**src/rtl/draw_pkg.sv**
```systemverilog
// Shared types and constants for the raster draw engine.
package draw_pkg;

    localparam int SCREEN_W = 160;
    localparam int SCREEN_H = 120;
    localparam int SPRITE_W = 40;
    localparam int SPRITE_H = 40;

    typedef enum logic [1:0] {
        IDLE  = 2'd0,
        RUN   = 2'd1,
        FLUSH = 2'd2
    } state_t;

    typedef enum logic {
        MODE_SCREEN = 1'b0,
        MODE_SPRITE = 1'b1
    } mode_t;

    // True when the widened coordinate sums land inside the visible screen.
    function automatic logic on_screen(input logic [8:0] xs, input logic [7:0] ys);
        return (xs < 9'(SCREEN_W)) && (ys < 8'(SCREEN_H));
    endfunction

endpackage

```
**src/rtl/draw_engine_if.sv**
```systemverilog
// Controller/ROM/VGA-facing signal bundle of the draw engine.
interface draw_engine_if #(
    parameter int COLOR_W = 3,
    parameter int ADDR_W  = 15
);
    logic               start;
    logic               mode;
    logic [7:0]         xInit;
    logic [6:0]         yInit;
    logic [4:0]         memorySel;
    logic               black;
    logic [COLOR_W-1:0] romColor;
    logic [ADDR_W-1:0]  romAddr;
    logic [4:0]         romSel;
    logic [7:0]         x;
    logic [6:0]         y;
    logic [COLOR_W-1:0] colour;
    logic               plot;
    logic               busy;
    logic               done;

    // Environment side: controller request, ROM data; observes pixel stream.
    modport master (
        output start, mode, xInit, yInit, memorySel, black, romColor,
        input  romAddr, romSel, x, y, colour, plot, busy, done
    );

    // Engine side.
    modport slave (
        input  start, mode, xInit, yInit, memorySel, black, romColor,
        output romAddr, romSel, x, y, colour, plot, busy, done
    );
endinterface

```
**src/rtl/raster_counter.sv**
```systemverilog
// Column/row/linear-address walker for one image; the address is a plain
// incrementing counter so no multiplier is needed.
module raster_counter
    import draw_pkg::*;
#(
    parameter int ADDR_W = 15
) (
    input  logic              clk,
    input  logic              srst,
    input  logic              clr,
    input  logic              adv,
    input  mode_t             mode,
    output logic [7:0]        col,
    output logic [6:0]        row,
    output logic [ADDR_W-1:0] addr,
    output logic              last
);

    logic [7:0]        col_q;
    logic [6:0]        row_q;
    logic [ADDR_W-1:0] addr_q;
    logic [7:0]        w_last;
    logic [6:0]        h_last;
    logic              col_end;

    assign w_last  = (mode == MODE_SPRITE) ? 8'(SPRITE_W - 1) : 8'(SCREEN_W - 1);
    assign h_last  = (mode == MODE_SPRITE) ? 7'(SPRITE_H - 1) : 7'(SCREEN_H - 1);
    assign col_end = (col_q == w_last);
    assign last    = col_end && (row_q == h_last);

    // Advance one pixel per enabled cycle; wrap everything after the final pixel.
    always_ff @(posedge clk) begin
        if (srst || clr) begin
            col_q  <= '0;
            row_q  <= '0;
            addr_q <= '0;
        end else if (adv) begin
            if (last) begin
                col_q  <= '0;
                row_q  <= '0;
                addr_q <= '0;
            end else begin
                addr_q <= addr_q + ADDR_W'(1);
                if (col_end) begin
                    col_q <= '0;
                    row_q <= row_q + 7'd1;
                end else begin
                    col_q <= col_q + 8'd1;
                end
            end
        end
    end

    assign col  = col_q;
    assign row  = row_q;
    assign addr = addr_q;

endmodule

```
**src/rtl/draw_engine.sv**
```systemverilog
// Raster draw engine: start/done handshake, parameter latches, one-stage
// pixel pipeline aligned with the synchronous colour ROM.
module draw_engine
    import draw_pkg::*;
#(
    parameter int COLOR_W = 3,
    parameter int ADDR_W  = 15
) (
    input  logic         clk,
    input  logic         stateReset,
    draw_engine_if.slave bus
);

    state_t      state_q;
    mode_t       mode_q;
    logic [7:0]  xinit_q;
    logic [6:0]  yinit_q;
    logic [4:0]  sel_q;
    logic        black_q;
    logic [7:0]  x_q;
    logic [6:0]  y_q;
    logic        plot_q;
    logic        busy_q;
    logic        done_q;

    logic [7:0]         col;
    logic [6:0]         row;
    logic [ADDR_W-1:0]  addr;
    logic               last;
    logic [8:0]         sum_x;
    logic [7:0]         sum_y;
    logic [COLOR_W-1:0] colour_d;

    raster_counter #(.ADDR_W(ADDR_W)) u_raster (
        .clk  (clk),
        .srst (stateReset),
        .clr  (state_q == IDLE),
        .adv  (state_q == RUN),
        .mode (mode_q),
        .col  (col),
        .row  (row),
        .addr (addr),
        .last (last)
    );

    // Widened sums so off-screen pixels can be detected before truncation.
    assign sum_x = {1'b0, xinit_q} + {1'b0, col};
    assign sum_y = {1'b0, yinit_q} + {1'b0, row};

    // Control FSM plus the registered pixel stage feeding the VGA adapter.
    always_ff @(posedge clk) begin
        if (stateReset) begin
            state_q <= IDLE;
            mode_q  <= MODE_SCREEN;
            xinit_q <= '0;
            yinit_q <= '0;
            sel_q   <= '0;
            black_q <= 1'b0;
            x_q     <= '0;
            y_q     <= '0;
            plot_q  <= 1'b0;
            busy_q  <= 1'b0;
            done_q  <= 1'b0;
        end else begin
            done_q <= 1'b0;
            plot_q <= 1'b0;
            case (state_q)
                IDLE: begin
                    if (bus.start) begin
                        mode_q  <= mode_t'(bus.mode);
                        xinit_q <= bus.xInit;
                        yinit_q <= bus.yInit;
                        sel_q   <= bus.memorySel;
                        black_q <= bus.black;
                        busy_q  <= 1'b1;
                        state_q <= RUN;
                    end
                end
                RUN: begin
                    x_q    <= sum_x[7:0];
                    y_q    <= sum_y[6:0];
                    plot_q <= on_screen(sum_x, sum_y);
                    if (last) begin
                        state_q <= FLUSH;
                    end
                end
                FLUSH: begin
                    busy_q  <= 1'b0;
                    done_q  <= 1'b1;
                    state_q <= IDLE;
                end
                default: begin
                    state_q <= IDLE;
                    busy_q  <= 1'b0;
                end
            endcase
        end
    end

    // ROM data arrives alongside the registered coordinates; mask when erasing or idle.
    assign colour_d = (plot_q && !black_q) ? bus.romColor : '0;

    assign bus.romAddr = addr;
    assign bus.romSel  = sel_q;
    assign bus.x       = x_q;
    assign bus.y       = y_q;
    assign bus.colour  = colour_d;
    assign bus.plot    = plot_q;
    assign bus.busy    = busy_q;
    assign bus.done    = done_q;

endmodule

```
**src/flat_wrapper.sv**
```systemverilog
// flat-port wrapper written by rule: the top's interface ports become plain ports
module draw_engine_flat import draw_pkg::*;
#(
    parameter int COLOR_W = 3,
    parameter int ADDR_W  = 15
)
  (clk, stateReset, bus_start, bus_mode, bus_xInit, bus_yInit, bus_memorySel, bus_black, bus_romColor, bus_romAddr, bus_romSel, bus_x, bus_y, bus_colour, bus_plot, bus_busy, bus_done);
  draw_engine_if #(.COLOR_W(COLOR_W), .ADDR_W(ADDR_W)) bus_i ();
  input  logic clk;
  input  logic stateReset;
  input wire logic [$bits(bus_i.start)-1:0] bus_start;
  input wire logic [$bits(bus_i.mode)-1:0] bus_mode;
  input wire logic [$bits(bus_i.xInit)-1:0] bus_xInit;
  input wire logic [$bits(bus_i.yInit)-1:0] bus_yInit;
  input wire logic [$bits(bus_i.memorySel)-1:0] bus_memorySel;
  input wire logic [$bits(bus_i.black)-1:0] bus_black;
  input wire logic [$bits(bus_i.romColor)-1:0] bus_romColor;
  output wire logic [$bits(bus_i.romAddr)-1:0] bus_romAddr;
  output wire logic [$bits(bus_i.romSel)-1:0] bus_romSel;
  output wire logic [$bits(bus_i.x)-1:0] bus_x;
  output wire logic [$bits(bus_i.y)-1:0] bus_y;
  output wire logic [$bits(bus_i.colour)-1:0] bus_colour;
  output wire logic [$bits(bus_i.plot)-1:0] bus_plot;
  output wire logic [$bits(bus_i.busy)-1:0] bus_busy;
  output wire logic [$bits(bus_i.done)-1:0] bus_done;
  assign bus_i.start = bus_start;
  assign bus_i.mode = bus_mode;
  assign bus_i.xInit = bus_xInit;
  assign bus_i.yInit = bus_yInit;
  assign bus_i.memorySel = bus_memorySel;
  assign bus_i.black = bus_black;
  assign bus_i.romColor = bus_romColor;
  assign bus_romAddr = bus_i.romAddr;
  assign bus_romSel = bus_i.romSel;
  assign bus_x = bus_i.x;
  assign bus_y = bus_i.y;
  assign bus_colour = bus_i.colour;
  assign bus_plot = bus_i.plot;
  assign bus_busy = bus_i.busy;
  assign bus_done = bus_i.done;
  draw_engine #(.COLOR_W(COLOR_W), .ADDR_W(ADDR_W)) u_core (.clk(clk), .stateReset(stateReset), .bus(bus_i));
endmodule
```
**config.mk**
```make
export PLATFORM = sky130hd
export DESIGN_NAME = draw_engine_flat
export DESIGN_NICKNAME = d
export VERILOG_FILES = /design/src/rtl/draw_pkg.sv /design/src/rtl/draw_engine_if.sv /design/src/rtl/raster_counter.sv /design/src/rtl/draw_engine.sv /design/src/flat_wrapper.sv
export SDC_FILE = /design/constraint.sdc
export NUM_CORES = 1
export LEC_CHECK = 0
export CELL_PAD_IN_SITES_DETAIL_PLACEMENT = 1
export CELL_PAD_IN_SITES_GLOBAL_PLACEMENT = 2
export CORE_UTILIZATION = 30
export DETAILED_ROUTE_END_ITERATION = 10
export GPL_TIMING_DRIVEN = 0
export PLACE_DENSITY = 0.92
export SYNTH_ARGS = -nofsm -noshare
export SYNTH_HDL_FRONTEND = slang
export SYNTH_SLANG_ARGS = --single-unit
```
**constraint.sdc**
```tcl
create_clock -name clk -period 2.9 [get_ports clk]
set_clock_uncertainty 0.1 [all_clocks]
set_input_delay 0.29 -clock clk [delete_from_list [all_inputs] [get_ports clk]]
set_output_delay 0.29 -clock clk [all_outputs]
set_load 0.1 [all_outputs]
```
# == Yosys cells after proc, flatten, opt, wreduce, memory -nomap -nowiden ==
# Index checks and enable logic that the tools add are counted.
# classes
eq_ne,6
n_reduce_logical,12
magnitude_cmp,2
n_bitwise,1
addsub,5
muxes,14
# op_table
cell,n
8-bit two-way mux,3
7-bit two-way mux,3
"15-bit by 1-bit adder with 15-bit output, second input constant",1
15-bit two-way mux,1
8-bit by 8-bit adder with 9-bit output,1
"9-bit by 8-bit less-than comparator with 1-bit output, second input constant",1
7-bit by 7-bit adder with 8-bit output,1
"8-bit by 1-bit adder with 8-bit output, second input constant",1
8-bit == test,1
"8-bit by 7-bit less-than comparator with 1-bit output, second input constant",1
2-bit AND reduction,4
"7-bit by 1-bit adder with 7-bit output, second input constant",1
7-bit == test,1
2-bit two-way mux,2
2-bit case mux with 2 select lines,1
1-bit logical AND,3
3-bit two-way mux,1
"2-bit by 1-bit == test with 1-bit output, second input constant",1
"2-bit == test, second input constant",1
2-bit zero test,1
1-bit two-way mux,2
"2-bit by 1-bit inequality test with 1-bit output, second input constant",1
"2-bit inequality test, second input constant",1
1-bit case mux with 2 select lines,1
other kinds (5),5
# totals
output_inout_bits,41
ff_bits,72

# == Logic depth before layout (Yosys ltp) ==
# depth
depth_word,5
ltp_mapped,9
depth_no_buf,9

# == Hierarchy ==
# From an unflattened synthesis, not the netlist that was laid out.
# hier_totals
cells_unflattened,424
hier_area_um2,3528.4
# by_module_without_submodules
mod,n_inst,seq_area_each_um2,area_per_inst_um2,cells_each
draw_engine,1,840.8,2067.0,255
raster_counter,1,600.6,1461.4,169

# == Worst setup path after synthesis ==
# No wires, ideal clock.
# synth_path
path_kind,reg2reg
from,register u_core.u_raster.addr_q[2] (netlist: u_core.u_raster.addr[2])
to,register u_core.u_raster.addr_q[11] (netlist: u_core.u_raster.addr[11])
required_ns,2.677
synth_period_minus_slack_ns,2.381
slack_ns,0.519
path_stages_with_launch,7
arrival_time_ns,2.158
n_path_buf,0
cell_sequence,dfxtp_1 nand3_1 or3_1 or2_2 nor2_1 xnor2_1 nor2_1
# synth_via
elab_chain_len,2
# synth_rtl
item,line,source
start: declaration,raster_counter.sv:21,logic [ADDR_W-1:0] addr_q;
start signal: assignment,raster_counter.sv:43,addr_q <= addr_q + ADDR_W'(1);
15-bit by 1-bit adder with 15-bit output,raster_counter.sv:43,
15-bit two-way mux,raster_counter.sv:38,if (last) begin
# Every way passes these cells.
# A chain may end at the register's enable or synchronous reset.

# == Worst setup path after layout ==
# layout_path
from,register u_core.plot_q (netlist: u_core.bus.plot)
to,output port bus_colour[2]
# layout_via
elab_chain_len,2
# layout_rtl
item,line,source
start: declaration,draw_engine.sv:22,logic plot_q;
start signal: assignment,draw_engine.sv:82,"plot_q <= on_screen(sum_x, sum_y);"
1-bit logical AND,draw_engine.sv:101,assign colour_d = (plot_q && !black_q) ? bus.romColor : '0;
3-bit two-way mux,draw_engine.sv:101,
end: declaration,flat_wrapper.sv:22,output wire logic [$bits(bus_i.colour)-1:0] bus_colour;
# Every way passes these cells.

==> flow_summary.ini <==
[clock_tree]
htreeDepth = 3
cts_tree = built
hold_buffers = 0
cts-resized-gates = 0
clkTransAtPathRegs_ns = 0.06
clock_tree.buffer_depth = 2
postCtsSetupBuffers = 0
cts_buffers = 9
insertion_delay_ns = 0.34
root_buffer = clkbuf_16
cts.sinks = 72

[cells_and_area]
layout_commonest_cell = nand2_1
final_area_sq_um = 4610
drive_gt1_frac = 0.0526
syn2layout_area_growth_pct = 35.7
antenna_cells = 0
layout_common_cells = 81 x nand2_1, 72 x dfxtp_1, 68 x clkdlybuf4s50_1, 47 x a21oi_1, 45 x nor2_1
layout.nets = 537

[detailed_routing]
wirelength_um = 9810
wl_per_cell_um = 15.5
drc = 0
dr.pass1.iters = 5
drt_iter0_drc = 113
detail_route.vias_per_cell = 4.90
drtAntennaViolNets = 0
num_vias = 3109

[setup_path]
crit_path_start = u_core.bus.plot
startpoint_type = register
crit_buf_inv = 1
crit_arrival_ns = 2.14
worstReg2RegStart = u_core.u_raster.col[0]
slowest_stage = clkdlybuf4s50_1
crit_family = buffers and inverters
required_ns = 2.51
crit_path_max_fanout = 3
path_cells = nor2b_1 -> and2_1 -> clkdlybuf4s50_1
cp-end-kind = primary output
crit_type = reg -> out
worst_path_largest_cell_delay_ns = 1.13

[place]
detailed_place_hpwl_um = 7210
port_buffers = 68
gp_congestion = 0.796
placed_cell_area_sq_um = 4250

[synthesis]
synthAdderAreaFrac = 0.0781
synth_seq_cells = 72
synth_mux_area_frac = 0.00590
yosys.area_share.simple = 0.251
synthDistinctLibCells = 46
syn_nets = 458
netlist_area_sq_um = 3400
synth_compound_area_frac = 0.127
yosysWarnings = 0
yosysSeqAreaShare = 0.424
synth_top_family_by_area = simple AND/OR/NAND/NOR gates
synthCells = 410
synth_xor_xnor_area_share = 0.0800
synth_area_per_cell_sq_um = 8.28

[sta]
rsz0062_at_grt = no
maxSlewViolCount = 0
finalCritPeriodShare = 0.872
setup_viol = 0
worst_pin_slew_ns = 1.00
hold_viol = 0
tns_ns = 0
slew_headroom = 0.332
fin_crit_ns = 2.53
fmaxAchievable_mhz = 396

[grt]
grtUsageTotal = 0.180
gr-total-overflow = 0
grt_pass1_vias = 3265
grt_pass1_wl_um = 16100
grt_antenna_before_repair = 0
grt_start_max_net_pins = 13

[power]
ir_drop_mv = 0.230
leakage_nw = 1.69
finalPower_mw = 2.70
powerDensity_nw_per_um2 = 586

[job]
drv_cap = 0

[die]
die_area_sq_um = 11700
io-pin-count = 69
rows = 38
fp.dieH_um = 108
core_sq_um = 10900
initial_core_util = 0.311
die_x_um = 108

[hold_path]
hold_path_startpoint = u_core.bus.romSel[0]
hp-class = reg -> reg

[outcome]
status = completed
==> report_power, final <==
group | switching, mW | leakage [nW] | internal [mW] | total (mW)
clock | 0.430 | 0.172 | 0.886 | 1.32
sequential | 0.0217 | 0.585 | 1.02 | 1.04
combinational | 0.233 | 0.932 | 0.107 | 0.341
==> cell usage after synthesis (all sizes together) <==
master  count  area share
a21oi      47       0.069
nand2b      4      0.0074
nor3b       1      0.0022
nand2      81       0.090
mux2i       2      0.0059
a211oi      5       0.011
nor2b       4      0.0074
ha         18       0.066
o22a        1      0.0026
xor2       19       0.049
nand4b      2      0.0052
nor2       45       0.050
and3        3      0.0059
o22ai       1      0.0018
a41oi       1      0.0026
o21a        1      0.0022
a211o       1      0.0026
o31ai       1      0.0022
nor3        5      0.0074
and2        5      0.0099
or4         1      0.0022
or2         2      0.0037
clkbuf     13       0.014
buf         5      0.0096
or4b        1      0.0029
o31a        1      0.0026
xnor2      12       0.031
and4        3      0.0077
o21ai       9       0.013
or3b        1      0.0026
nand3b      4      0.0088
nand4       9       0.017
nand3       8       0.012
inv         9      0.0099
fa          2       0.012
o21bai      4       0.012
and3b       1      0.0026
o211ai      2      0.0044
or3         4      0.0074
dfxtp      72        0.42
==> state kept, by name (all words and copies together), names as in the netlist, 2 cells and up <==
signal,count
u_core.bus.romSel,5
u_core.u_raster.col,8
u_core.bus.y,7
u_core.u_raster.addr,15
u_core.xinit_q,8
u_core.yinit_q,7
u_core.bus.x,8
u_core.state_q,2
u_core.u_raster.row,7
==> area by class of cell <==
class | instances | area [sq um]
multi-input cells | 311 | 1840
plain buffers | 18 | 81.3
fillers | 1329 | 6330
well taps | 140 | 175
flip-flops and latches | 72 | 1440
inverters | 9 | 33.8
clock inverters | 5 | 103
repair buffers | 68 | 681
clock buffers | 11 | 253
==> stage by stage <==
step                 util  worst slack (ns)  hold slack (ns)  instances
floorplan               -             0.519            0.326        410
global placement    0.389             0.542            0.342        618
detailed placement  0.389             0.510            0.351        618
finish              0.421             0.372            0.355        634
CTS                 0.421             0.361            0.359        634
global route        0.421             0.296            0.381        634
==> tightest hold or removal path, delay by kind of cell, from the launching register on <==
family           cells  cell delay (ns)
AO/OA/AOI/OAI        1             0.05
flip-flops           1             0.31
AND/OR/NAND/NOR      1             0.05
==> worst paths after layout <==
kind	endpoint	slack [ns]	cells past startpoint
setup / recovery	bus_colour[2]	0.37	3
setup reg to reg	u_core.bus.plot	0.51	9
hold reg to reg	u_core.bus.romSel[0]	0.36	2
hold / removal	u_core.bus.romSel[0]	0.36	2
==> metal layers <==
| layer | GRT usage | share of wire | up-vias |
|---|---|---|---|
| met1 | 0.220 | 0.46 | 1505 |
| met5 | 0 | 0 | - |
| met2 | 0.312 | 0.49 | 54 |
| li1 | - | - | 1541 |
| met4 | 0.0512 | 0.010 | 0 |
| met3 | 0.0446 | 0.035 | 9 |
==> logic make-up after synthesis <==
kind of cell,after synthesis
and+or+nand+nor,184
AOI/OAI and AO/OA,74
DFF,72
xor gates and xnor gates,31
buffers and inverters,27
adders and majority gates,20
muxes,2
Power figures use the tool's default switching activity.
==> edit (same settings) <==
`COLOR_W` is set to 3 in 3 places; all go to 6.
--- a/src/rtl/draw_engine_if.sv
+++ b/src/rtl/draw_engine_if.sv
@@ -2,3 +2,3 @@
 interface draw_engine_if #(
-    parameter int COLOR_W = 3,
+    parameter int COLOR_W = 6,
     parameter int ADDR_W  = 15
--- a/src/rtl/draw_engine.sv
+++ b/src/rtl/draw_engine.sv
@@ -5,3 +5,3 @@
 #(
-    parameter int COLOR_W = 3,
+    parameter int COLOR_W = 6,
     parameter int ADDR_W  = 15
--- a/src/flat_wrapper.sv
+++ b/src/flat_wrapper.sv
@@ -3,3 +3,3 @@
 #(
-    parameter int COLOR_W = 3,
+    parameter int COLOR_W = 6,
     parameter int ADDR_W  = 15
Ports: changed (resized bus_colour and bus_romColor); port bits go from 69 to 75. The function was not compared with the original's and may differ.
==> edit against the original RTL <==
Synthesized area is 0.55% higher. Sequential cell count did not move. Power shrank 10%. Worst setup slack got worse by 0.18 ns. Final area is 0.24% lower. Synthesized cell count is 0.73% higher. Routed wire length down 0.81%. Non-clock buffer count is 6 higher.
==> edit: results (changes against the original RTL) <==
Vias per Instance -> 4.91 (was 4.90)
crit path max fanout -> 6 (was 3)
Sw Share -> 0.284 (was 0.254)
filler instances -> 1312 (was 1329)
Data buffer area share -> 0.179 (was 0.165)
met1 GRT Util -> 0.225 (was 0.220)
M1 WL -> 4580 um (was 4560 um)
DR pass1 iterations -> 4 (was 5)
#MultiIn Comb -> 314 (was 311)
leak pwr -> 1.68 nW (was 1.69 nW)
area grow syn2layout -> 34.6% (was 35.7%)
first-pass GRT wire length -> 16300 um (was 16100 um)
Worst Hold Path EP -> u_core.bus.y[4]$_SDFFE_PP0N_ (was u_core.bus.romSel[0]$_SDFFE_PP0P_)
clock slew seen by the registers of the worst setup and hold paths -> 0.05 ns
gr usage total -> 0.181 (was 0.180)
Hold Path Origin -> u_core.bus.y[4]$_SDFFE_PP0N_ (was u_core.bus.romSel[0]$_SDFFE_PP0P_)
maximum vdd drop -> 0.272 mV (was 0.230 mV)
post-detail-place hpwl -> 7270 um (was 7210 um)
RR Startpoint -> u_core.u_raster.col[0]$_SDFFE_PP0N_ (unchanged)
largest cells by area after synthesis -> dfxtp_1 (42%), nand2_1 (8.9%), a21oi_1 (6.9%) (was dfxtp_1 (42%), nand2_1 (9.0%), a21oi_1 (6.9%))
status -> complete, no violations (unchanged)
setup slack, reg-to-reg -> 0.58 ns (was 0.51 ns)
final net count -> 549 (was 537)
port bufs -> 74 (was 68)
hold_ws -> 0.357 ns (was 0.355 ns)
proportion of cell area spent on the clock network -> 0.0577 (was 0.0771)
Placed Area -> 4330 um^2 (was 4250 um^2)
syn_nets -> 464 (was 458)
# diodes -> 0 (unchanged)
Met3 Wirelength -> 431 um (was 348 um)
grt met3 use -> 0.0430 (was 0.0446)
Seq/Total Area, Yosys -> 0.422 (was 0.424)
share of layout cells above drive strength 1 -> 0.0458 (was 0.0526)
max_slew headroom -> 0.316 (was 0.332)
maximum number of pins on one net before global-route repair -> 12 (was 13)
GR Util met2 -> 0.307 (was 0.312)
dpl ws -> 0.505 ns (was 0.510 ns)
Multi-input gate area -> 1860 um^2 (was 1840 um^2)
Mapped Cells -> 413 (was 410)
nonclk buf count -> 92 (was 86)
Distinct cells, synth -> 45 (was 46)
Cells after DPL -> 627 (was 618)
Max Freq -> 369 MHz (was 396 MHz)
DR iter-0 viols -> 109 (was 113)
uppermost layer routed -> met4 (unchanged)
Post-Route WL -> 9730 um (was 9810 um)
vias in the first global route -> 3299 (was 3265)
Non-Filler Instances -> 642 (was 634)
clkbuf count -> 12 (was 11)
crit path DAT -> 2.32 ns (was 2.14 ns)
gpl congestion -> 0.834 (was 0.796)
-- edit: changes by cell type in the layout (fill, tap and decap cells not counted), sizes merged --
| cell | change |
|---|---|
| clkinvlp | -1 |
| and2 | +3 |
| bufinv | -3 |
| buf | -1 |
| clkbuf | +2 |
| clkinv | +2 |
| clkdlybuf4s50 | +6 |
-- edit: critical path: cells and delay by family, from the launching register on --
kind | cells | cell delay [ns]
buf+inv | 1 | 1.14
flops | 1 | 0.37
simple gates | 2 | 0.47
-- edit: power by group through the flow --
stage               sequential (W)  clock [W]  combinational, W
floorplan                  0.00117          0          0.000134
global placement           0.00106          0          0.000355
detailed placement         0.00106          0          0.000360
CTS                        0.00104    0.00104          0.000363
global route               0.00105    0.00109          0.000385
finish                     0.00104    0.00102          0.000358
-- edit: logic make-up after synthesis --
kind of cell	count (synthesis)	share of synthesized area
buf+inv	27	0.0337
flops	72	0.422
simple gates	187	0.255
compound gates	74	0.126
xor+xnor	31	0.0795
mux	2	0.00586
fa+ha+maj	20	0.0777
